## src/rtl/sram_bus_arbiter.sv

```systemverilog
// Shares one asynchronous SRAM between the fetch port and the data port; the data port wins ties.
// Latency: WAIT_CYCLES+2 cycles from req seen in IDLE to the ready pulse, counting the request cycle.
// Backpressure: a req is held until its one-cycle ready pulse; the pipeline stalls on the inverted ready.
module sram_bus_arbiter #(
    parameter int WAIT_CYCLES = 2,
    parameter int ADDR_W      = 20
) (
    input  logic              clk,
    input  logic              rst,
    input  logic              if_req,
    input  logic [31:0]       if_addr,
    output logic [31:0]       if_rdata,
    output logic              if_ready,
    input  logic              d_req,
    input  logic              d_we,
    input  logic              d_byte,
    input  logic [31:0]       d_addr,
    input  logic [31:0]       d_wdata,
    output logic [31:0]       d_rdata,
    output logic              d_ready,
    output logic [ADDR_W-1:0] sram_addr,
    output logic [31:0]       sram_wdata,
    output logic              sram_wdata_oe,
    input  logic [31:0]       sram_rdata,
    output logic              sram_ce_n,
    output logic              sram_oe_n,
    output logic              sram_we_n,
    output logic [3:0]        sram_be_n
);

    typedef enum logic [1:0] {IDLE, ACCESS, DONE} state_t;

    localparam logic [3:0] LAST = 4'(WAIT_CYCLES - 1);

    state_t     state;
    logic [3:0] cnt;
    logic       grant_d;
    logic       is_we;
    logic       is_byte;
    logic [1:0] lane;
    logic [7:0] rbyte;

    logic unused;
    assign unused = ^{if_addr[31:ADDR_W+2], if_addr[1:0], d_addr[31:ADDR_W+2]};

    always_comb begin
        rbyte = sram_rdata[7:0];
        case (lane)
            2'd1:    rbyte = sram_rdata[15:8];
            2'd2:    rbyte = sram_rdata[23:16];
            2'd3:    rbyte = sram_rdata[31:24];
            default: rbyte = sram_rdata[7:0];
        endcase
    end

    always_ff @(posedge clk or posedge rst) begin
        if (rst) begin
            state         <= IDLE;
            cnt           <= '0;
            grant_d       <= 1'b0;
            is_we         <= 1'b0;
            is_byte       <= 1'b0;
            lane          <= '0;
            sram_ce_n     <= 1'b1;
            sram_oe_n     <= 1'b1;
            sram_we_n     <= 1'b1;
            sram_be_n     <= 4'hF;
            sram_wdata_oe <= 1'b0;
            sram_addr     <= '0;
            sram_wdata    <= '0;
            if_ready      <= 1'b0;
            d_ready       <= 1'b0;
            if_rdata      <= '0;
            d_rdata       <= '0;
        end else begin
            if_ready <= 1'b0;
            d_ready  <= 1'b0;
            case (state)
                IDLE: begin
                    sram_wdata_oe <= 1'b0;
                    sram_be_n     <= 4'hF;
                    // Data port first: it belongs to the older instruction.
                    if (d_req) begin
                        grant_d       <= 1'b1;
                        is_we         <= d_we;
                        is_byte       <= d_byte;
                        lane          <= d_addr[1:0];
                        sram_addr     <= d_addr[ADDR_W+1:2];
                        sram_wdata    <= d_byte ? {4{d_wdata[7:0]}} : d_wdata;
                        sram_be_n     <= d_byte ? ~(4'b0001 << d_addr[1:0]) : 4'h0;
                        sram_ce_n     <= 1'b0;
                        sram_oe_n     <= d_we;
                        sram_we_n     <= ~d_we;
                        sram_wdata_oe <= d_we;
                        cnt           <= '0;
                        state         <= ACCESS;
                    end else if (if_req) begin
                        grant_d       <= 1'b0;
                        is_we         <= 1'b0;
                        is_byte       <= 1'b0;
                        lane          <= '0;
                        sram_addr     <= if_addr[ADDR_W+1:2];
                        sram_be_n     <= 4'h0;
                        sram_ce_n     <= 1'b0;
                        sram_oe_n     <= 1'b0;
                        sram_we_n     <= 1'b1;
                        cnt           <= '0;
                        state         <= ACCESS;
                    end
                end
                ACCESS: begin
                    if (cnt == LAST) begin
                        sram_ce_n <= 1'b1;
                        sram_oe_n <= 1'b1;
                        sram_we_n <= 1'b1;
                        if (grant_d) begin
                            d_ready <= 1'b1;
                            if (!is_we)
                                d_rdata <= is_byte ? {{24{rbyte[7]}}, rbyte} : sram_rdata;
                        end else begin
                            if_ready <= 1'b1;
                            if_rdata <= sram_rdata;
                        end
                        state <= DONE;
                    end else begin
                        cnt <= cnt + 4'd1;
                    end
                end
                DONE: begin
                    // Address, data and bus drive were held through this cycle for write hold time.
                    sram_wdata_oe <= 1'b0;
                    sram_be_n     <= 4'hF;
                    state         <= IDLE;
                end
                default: state <= IDLE;
            endcase
        end
    end

endmodule

```

## config.mk

```make
export PLATFORM = sky130hd
export DESIGN_NAME = sram_bus_arbiter
export DESIGN_NICKNAME = d
export VERILOG_FILES = /design/src/rtl/sram_bus_arbiter.sv
export SDC_FILE = /design/constraint.sdc
export NUM_CORES = 1
export LEC_CHECK = 0
export ABC_AREA = 1
export BUFFER_PORTS_ARGS = -buffer_cell sky130_fd_sc_hd__buf_4
export CAP_MARGIN = 20
export CORE_AREA = 2 2 151 94
export CTS_CLUSTER_DIAMETER = 100
export DETAILED_ROUTE_END_ITERATION = 16
export DIE_AREA = 0 0 153 96
export MAX_ROUTING_LAYER = met4
export PLACE_DENSITY = 0.79
export SYNTH_ARGS = -nofsm -noshare
export SYNTH_HDL_FRONTEND = slang
export SYNTH_SLANG_ARGS = --single-unit
```

## constraint.sdc

```tcl
create_clock -name clk -period 5.3 [get_ports clk]
set_input_delay 0.795 -clock clk [delete_from_list [all_inputs] [get_ports clk]]
set_output_delay 0.795 -clock clk [all_outputs]
set_load 0.01 [all_outputs]
```

* After elaboration in Yosys (flattened, before gate mapping)
Index checks and enable logic that the tools add are counted.
** Storage, ports and cells
- Bits in registers :: 137
- Input port bits :: 134
- Word-level logic and storage cells :: 81
** Cells by class
- Add/subtract/negate cells :: 1
- Equality and inequality tests :: 9
- Shifts and indexed selects :: 1
- Multiplexer cells :: 38
- Bitwise operators :: 4
- Reductions and logical operators :: 11
** Operators by type and width (number)
- $mux 32 :: 2
- $mux 20 :: 2
- $mux 4 :: 6
- $pmux 8 s3 :: 1
- $pmux 4 s2 :: 2
- $mux 1 :: 15
- $mux 2 :: 5
- $reduce_and 3->1 :: 3
- $pmux 1 s2 :: 4
- $eq 2x2->1 const B :: 3
- $reduce_and 2->1 :: 3
- $reduce_bool 2->1 :: 3
- $add 4x1->4 const B :: 1
- $eq 2x1->1 const B :: 2
- $eq 4x1->1 const B :: 1
- $ne 2x2->1 const B :: 2
- $not 4->4 :: 1
- $pmux 2 s2 :: 1
- $reduce_and 4->1 :: 1
- $shl 1x2->4 const A :: 1
- $ne 3x3->1 const B :: 1
- $not 1->1 :: 3
- $logic_not 2->1 :: 1

* Logic depth before layout (Yosys ltp)
Gate-level depths: netlist (run 1).
- Word-level depth :: 5
- Depth in mapped cells :: 9
- Depth with buffers taken out :: 8

* Worst setup path before layout (run 1)
OpenSTA, ideal clock, no wires.
- Path kind :: in2reg
- Start point :: in d_req
- End point :: reg sram_addr[10]
- Library setup time :: 0.133 ns
- Data arrival time :: 1.545 ns
- Setup slack :: 3.622 ns
- Cell stages on the path :: 4
- Cells stage by stage :: buf_2 -> o21ai_2 -> clkbuf_1 -> o21ai_0
** On the way
- Cells in the longest elaborated chain, start to end :: 2
** RTL lines
- start, declared :: line 14 : input logic d_req,
- $reduce_bool 2->1 (no source line)
- $reduce_and 2->1 (no source line)
- end signal, assigned :: line 88 : sram_addr <= d_addr[ADDR_W+1:2];
- end signal, assigned :: line 102 : sram_addr <= if_addr[ADDR_W+1:2];
- end, declared :: line 21 : output logic [ADDR_W-1:0] sram_addr,
Several ways; a longest one is shown, not always the timed one.
A chain may end at the register's enable or synchronous reset.

* Final worst setup path (run 1)
- Start point :: reg is_byte
- End point :: reg d_rdata[26]
** On the way
- Cells in the longest elaborated chain, start to end :: 1
** RTL lines
- start, declared :: line 39 : logic is_byte;
- start signal, assigned :: line 86 : is_byte <= d_byte;
- $mux 32 :: line 119 : d_rdata <= is_byte ? {{24{rbyte[7]}}, rbyte} : sram_rdata;
- end signal, assigned :: line 119
- end, declared :: line 19 : output logic [31:0] d_rdata,
No other way between the ends.

==> metrics.cfg, run 1 <==
[die]
io_pins = 260
die-width_um = 153
fp.dieArea_mm2 = 0.0147
num_rows = 33
core-area_mm2 = 0.0133
start_util = 0.471
die_h_um = 96

[clock_network]
cts_max_path_buffers = 2
clk-insertion-delay-late_ns = 0.40
ctsHoldBuffers = 0
clkSlewWorstSetupHoldPaths_ns = 0.06
root_buffer = clkbuf_16
cts_resized = 0
cts.sink_count = 137
cts_inserted_buffers = 17
cts_tree = yes
cts_setup_buffers = 0
cts-htree-levels = 4

[detailed_routing]
ant_nets = 0
first_pass_iters = 4
wl_per_cell_um = 15.1
totalWireLength_um = 17400
via_count = 5608
drcViolationCount = 0
drtIter0Drc = 344
via_per_inst = 4.87

[sta]
tns_ns = 0
fin_crit_ns = 2.25
finalCritPeriodShare = 0.425
max-slew-margin-rel = 0.329
hold_ws_ns = 0.465
worstMarginPinSlew_ns = 1.01
setup_viol = 0
max_freq_mhz = 444
slew_violations = 0
finalClockSkew_ns = 0.0116
rsz0062_at_grt = no
final-hold-violation-count = 0

[job]
max_cap_viol_count = 0

[logic_synthesis]
ys_seq_area_frac = 0.547
synth_edf_count = 0
synth_top_area_cell = dfrtp_1
yosysMostFrequentCell = nand2_1
yosysUniqueCellTypes = 28
syn_area_per_cell_um2 = 8.48
synth_cells = 741
synth_area_leaders = dfrtp_1 52%, nand2_1 11%, nor2_1 7.6%, inv_1 4.4%, o21ai_0 3.9%
netlist_area_mm2 = 0.00628
ys_ff_latch = 137
synth.top_cell.area_share = 0.518
yosys_warnings = 0
ys.flop_type = dfrtp_1
async_reset_ff_frac = 1.00
synth_common_cells = 191 x nand2_1, 130 x dfrtp_1, 127 x nor2_1
synth_fp_nets = 877

[global_routing]
grt_pass1_vias = 5294
grt_max_degree = 80
use_met2 = 0.370
grt_usage = 0.247
grt_pass1_wl_um = 27500
top_usage_layer = met2
grtUsageMet1 = 0.340
met3_usage = 0.0590
antenna_found_initial = 0
overflow = 0

[cells_and_area]
syn2layout_area_growth_pct = 37.5
seq_area_mm2 = 0.00344
drive_above_1_share = 0.343
stdcell_count = 1152
multi_input_area_mm2 = 0.00231
fin_util = 0.648
layout.nets = 1100
fill_cells = 1148
diodes = 0

[setup_path]
end_kind = flip-flop
start_kind = flip-flop
arrival_ns = 2.57
cp_max_fo = 27
cp.required_ns = 5.62
critPathKind = reg2reg

[placed_design]
dp_hpwl_um = 12400
io_buffers = 237
dp_cells = 1120
gp_congestion = 0.860

[power_and_ir_drop]
p_leak_uw = 0.00452
power_density_mw_per_mm2 = 621
peakVddDrop_mv = 0.319

[worst_hold_path]
hold_path.class = reg2reg

[run_status]
status = finished, final reports clean

registers in the layout (all words and copies together) (netlist names), 2 cells and up:
register,count
d_rdata,32
cnt,4
if_rdata,32
sram_addr,20
state,2
sram_be_n,4
sram_wdata,32
lane,2
layer usage:
| metal | part of all wire | up-vias |
|---|---|---|
| li1 | - | 2793 |
| met1 | 0.47 | 2589 |
| met2 | 0.44 | 205 |
| met3 | 0.075 | 21 |
| met4 | 0.015 | 0 |
| met5 | 0 | - |
cells by family (layout without fill, tap and decap cells):
logic type | Yosys count | in the layout | share of synthesized area
and+or+nand+nor | 339 | 339 | 0.213
adders and majority gates | 2 | 2 | 0.00398
xor gates and xnor gates | 2 | 2 | 0.00279
DFF | 137 | 137 | 0.547
buffers and inverters | 116 | 352 | 0.0860
AOI/OAI and AO/OA | 145 | 145 | 0.148
path summary, 6_finish.rpt:
path	cells past startpoint	start	endpoint	slack (ns)
max	4	is_byte$_DFFE_PP0P_	d_rdata[26]$_DFFE_PP0P_	3.05
min	2	sram_ce_n$_DFFE_PP1P_	sram_ce_n$_DFFE_PP1P_	0.46
max reg2reg	4	is_byte$_DFFE_PP0P_	d_rdata[26]$_DFFE_PP0P_	3.05
min reg2reg	2	sram_ce_n$_DFFE_PP1P_	sram_ce_n$_DFFE_PP1P_	0.46
max in group asynchronous	3	rst	d_rdata[16]$_DFFE_PP0P_	3.55
min in group asynchronous	2	rst	sram_wdata[16]$_DFFE_PP0P_	0.52
through the flow:
step / cell area [µm²] / worst slack (ns) / total power, µW
final: 8640 / 3.05 / 5370
after global routing: 8640 / 2.89 / 5760
after CTS: 8640 / 3.06 / 5410
after detailed placement: 8080 / 2.72 / 4260
after global placement: 8080 / 2.82 / 4200
after floorplan: 6280 / 0.849 / 3190
cell usage in the layout, fill, tap and decap left out, types with 2 or more instances in the layout:
master,instances
buf_4,242
nand2_1,191
dfrtp_1,130
nor2_1,127
inv_1,73
o21ai_0,49
o21ai_2,24
a31oi_1,24
a21oi_2,20
clkbuf_16,17
nand3_1,15
a21oi_1,13
o21ai_1,10
dfstp_2,7
inv_6,5
clkinv_2,4
o22ai_1,4
clkinvlp_4,4
inv_2,3
nand2_2,2
xor2_1,2
ha_1,2
report_power, final:
part,switching [µW],internal [µW]
sequential,348,1590
combinational,1250,1050
clock,467,662
total,2070,3300
worst max-delay path, stage by stage (launching register included):
cell     delay, ns
dfrtp_1       1.00
inv_1         0.16
a21oi_1       0.20
nand2_2       0.48
a21oi_1       0.32
cell type report:
type / count / area share
well taps: 175 / 0.0253
multi-input cells: 488 / 0.267
inverters: 78 / 0.0346
repair buffers: 242 / 0.210
clock buffers: 19 / 0.0513
clock inverters: 13 / 0.0138
flip-flops and latches: 137 / 0.398
(Power assumes the default switching activity.)
==> inputs of run 2 (changes only) <==
- clock period: 5.3 -> 2.15 ns (I/O delays scaled with it)
==> metrics.cfg, run 2 (synthesized netlist as in run 1, its figures left out) <==
[run_status]
status = finished, final reports clean

[detailed_routing]
wl_per_cell_um = 15.1  ; +0.23%
ant_nets = 0  ; unchanged
totalWireLength_um = 17600  ; +1.1%
via_per_inst = 4.89  ; +0.54%
first_pass_iters = 4  ; unchanged
via_count = 5687  ; +1.4%
drtIter0Drc = 314  ; -8.7%
drcViolationCount = 0  ; unchanged

[placed_design]
io_buffers = 237  ; unchanged
dpl_cell_area_mm2 = 0.00823  ; +1.8%
dp_hpwl_um = 12900  ; +4.0%
gp_congestion = 0.819  ; -4.8%

[cells_and_area]
diodes = 0  ; unchanged
fin_util = 0.659  ; +0.0114
reg.largest.list = d_rdata (32), if_rdata (32), sram_wdata (32)
syn2layout_area_growth_pct = 39.9
stdcell_area_mm2 = 0.00879  ; +1.8%
drive_above_1_share = 0.350  ; +0.00666
layout.nets = 1110  ; +0.91%
final_cell_mix = 246 x buf_4, 191 x nand2_1, 130 x dfrtp_1
layout_commonest_cell = buf_4
fill_cells = 1146  ; -0.17%

[die]
num_rows = 33  ; unchanged
start_util = 0.471  ; unchanged
core-area_mm2 = 0.0133  ; unchanged
die_h_um = 96  ; unchanged
io_pins = 260  ; unchanged
fp.dieArea_mm2 = 0.0147  ; unchanged
die-width_um = 153  ; unchanged

[clock_network]
root_buffer = clkbuf_16
cts-htree-levels = 4  ; unchanged
clkSlewWorstSetupHoldPaths_ns = 0.06  ; about the same
clk-insertion-delay-late_ns = 0.41  ; about the same
ctsHoldBuffers = 0  ; unchanged
cts_resized = 0  ; unchanged
cts_max_path_buffers = 2  ; unchanged
cts_setup_buffers = 0  ; unchanged
cts.sink_count = 137  ; unchanged
cts_inserted_buffers = 17  ; unchanged
cts_tree = yes

[sta]
max-slew-margin-rel = 0.578  ; +0.249
slew_violations = 0  ; unchanged
hold_ws_ns = 0.00148  ; -0.463 ns
finalCritPeriodShare = 0.805  ; +0.380
fin_crit_ns = 1.73  ; -0.521 ns
final-hold-violation-count = 0  ; unchanged
worstMarginPinSlew_ns = 0.631  ; -0.375 ns
max_freq_mhz = 577  ; +30%
finalClockSkew_ns = 0.0150  ; +0.00338 ns
rsz0062_at_grt = no
tns_ns = 0  ; unchanged
setup_viol = 0  ; unchanged

[global_routing]
overflow = 0  ; unchanged
top_usage_layer = met2
grt_max_degree = 58  ; -28%
use_met2 = 0.383  ; +0.0131
antenna_found_initial = 0  ; unchanged
met3_usage = 0.0630  ; +0.00405
grt_pass1_vias = 5559  ; +5.0%
grt_usage = 0.254  ; +0.00744
grtUsageMet1 = 0.349  ; +0.00859
grt_pass1_wl_um = 28300  ; +2.8%

[setup_path]
cp_top_family = simple AND/OR/NAND/NOR gates
cp_slowest_stage_delay_ns = 0.42  ; -0.58 ns
crit_chain = ha_1, nand3_4, clkinv_2, nand2_2, buf_4, nand2_1, o21ai_2
cp_max_fo = 25  ; -7.4%
arrival_ns = 2.06  ; -0.51 ns
start_kind = flip-flop
end_kind = flip-flop
reg2reg_slack_ns = 0.42  ; -2.63 ns
critPathKind = reg2reg
cp.required_ns = 2.48  ; -3.14 ns
cp_slowest_cell = dfrtp_1
path_buf_inv = 2  ; +1

[power_and_ir_drop]
peakVddDrop_mv = 0.748  ; +130%
p_leak_uw = 0.00459  ; +1.5%
power_density_mw_per_mm2 = 1520  ; +140%
finalPower_uw = 13400  ; +150%

[worst_hold_path]
hold_path.class = in2async

[job]
max_cap_viol_count = 0  ; unchanged

==> run 2: cell types whose count changed in the layout (fill, tap and decap cells not counted), sizes merged <==
cell	previous run	this run
clkinvlp	4	6
inv	81	79
buf	242	252
==> run 2: cell type report <==
type	instances	area [µm²]	area share
clock buffer	19	443	0.0504
clock inverter	13	121	0.0138
inverter	78	298	0.0339
multi-input combinational	488	2310	0.262
sequential	137	3440	0.391
tap	175	219	0.0249
timing repair buffer	252	1970	0.224
==> run 2: path summary, 6_finish.rpt <==
check,start,endpoint,cells after the start
hold reg to reg,sram_ce_n$_DFFE_PP1P_,sram_ce_n$_DFFE_PP1P_,2
setup / recovery,cnt[0]$_DFFE_PP0P_,if_rdata[27]$_DFFE_PP0P_,7
min in group clk,d_we,sram_we_n$_DFFE_PP1P_,2
hold / removal,rst,sram_addr[13]$_DFFE_PP0P_,2
max in group asynchronous,rst,sram_be_n[0]$_DFFE_PP1P_,3
setup reg to reg,cnt[0]$_DFFE_PP0P_,if_rdata[27]$_DFFE_PP0P_,7
==> run 2: stage by stage <==
step           instances  worst slack [ns]
2_1_floorplan        741             0.126
3_3_place_gp        1130             0.513
3_5_place_dp        1130             0.431
4_1_cts             1162             0.407
5_1_grt             1162             0.285
6_report            1162             0.418
==> run 2: routing by layer <==
layer / part of all wire / vias to the layer above
met5: 0 / -
met4: 0.013 / 0
met3: 0.076 / 22
met2: 0.44 / 204
met1: 0.47 / 2657
li1: - / 2804
==> run 2: report_power, final <==
group | internal (µW) | switching (µW) | total [µW] | leakage (µW)
clock network | 1630 | 1140 | 2770 | 0.000262
logic | 2700 | 3180 | 5880 | 0.00271
registers | 3920 | 801 | 4720 | 0.00162
total | 8250 | 5110 | 13400 | 0.00459
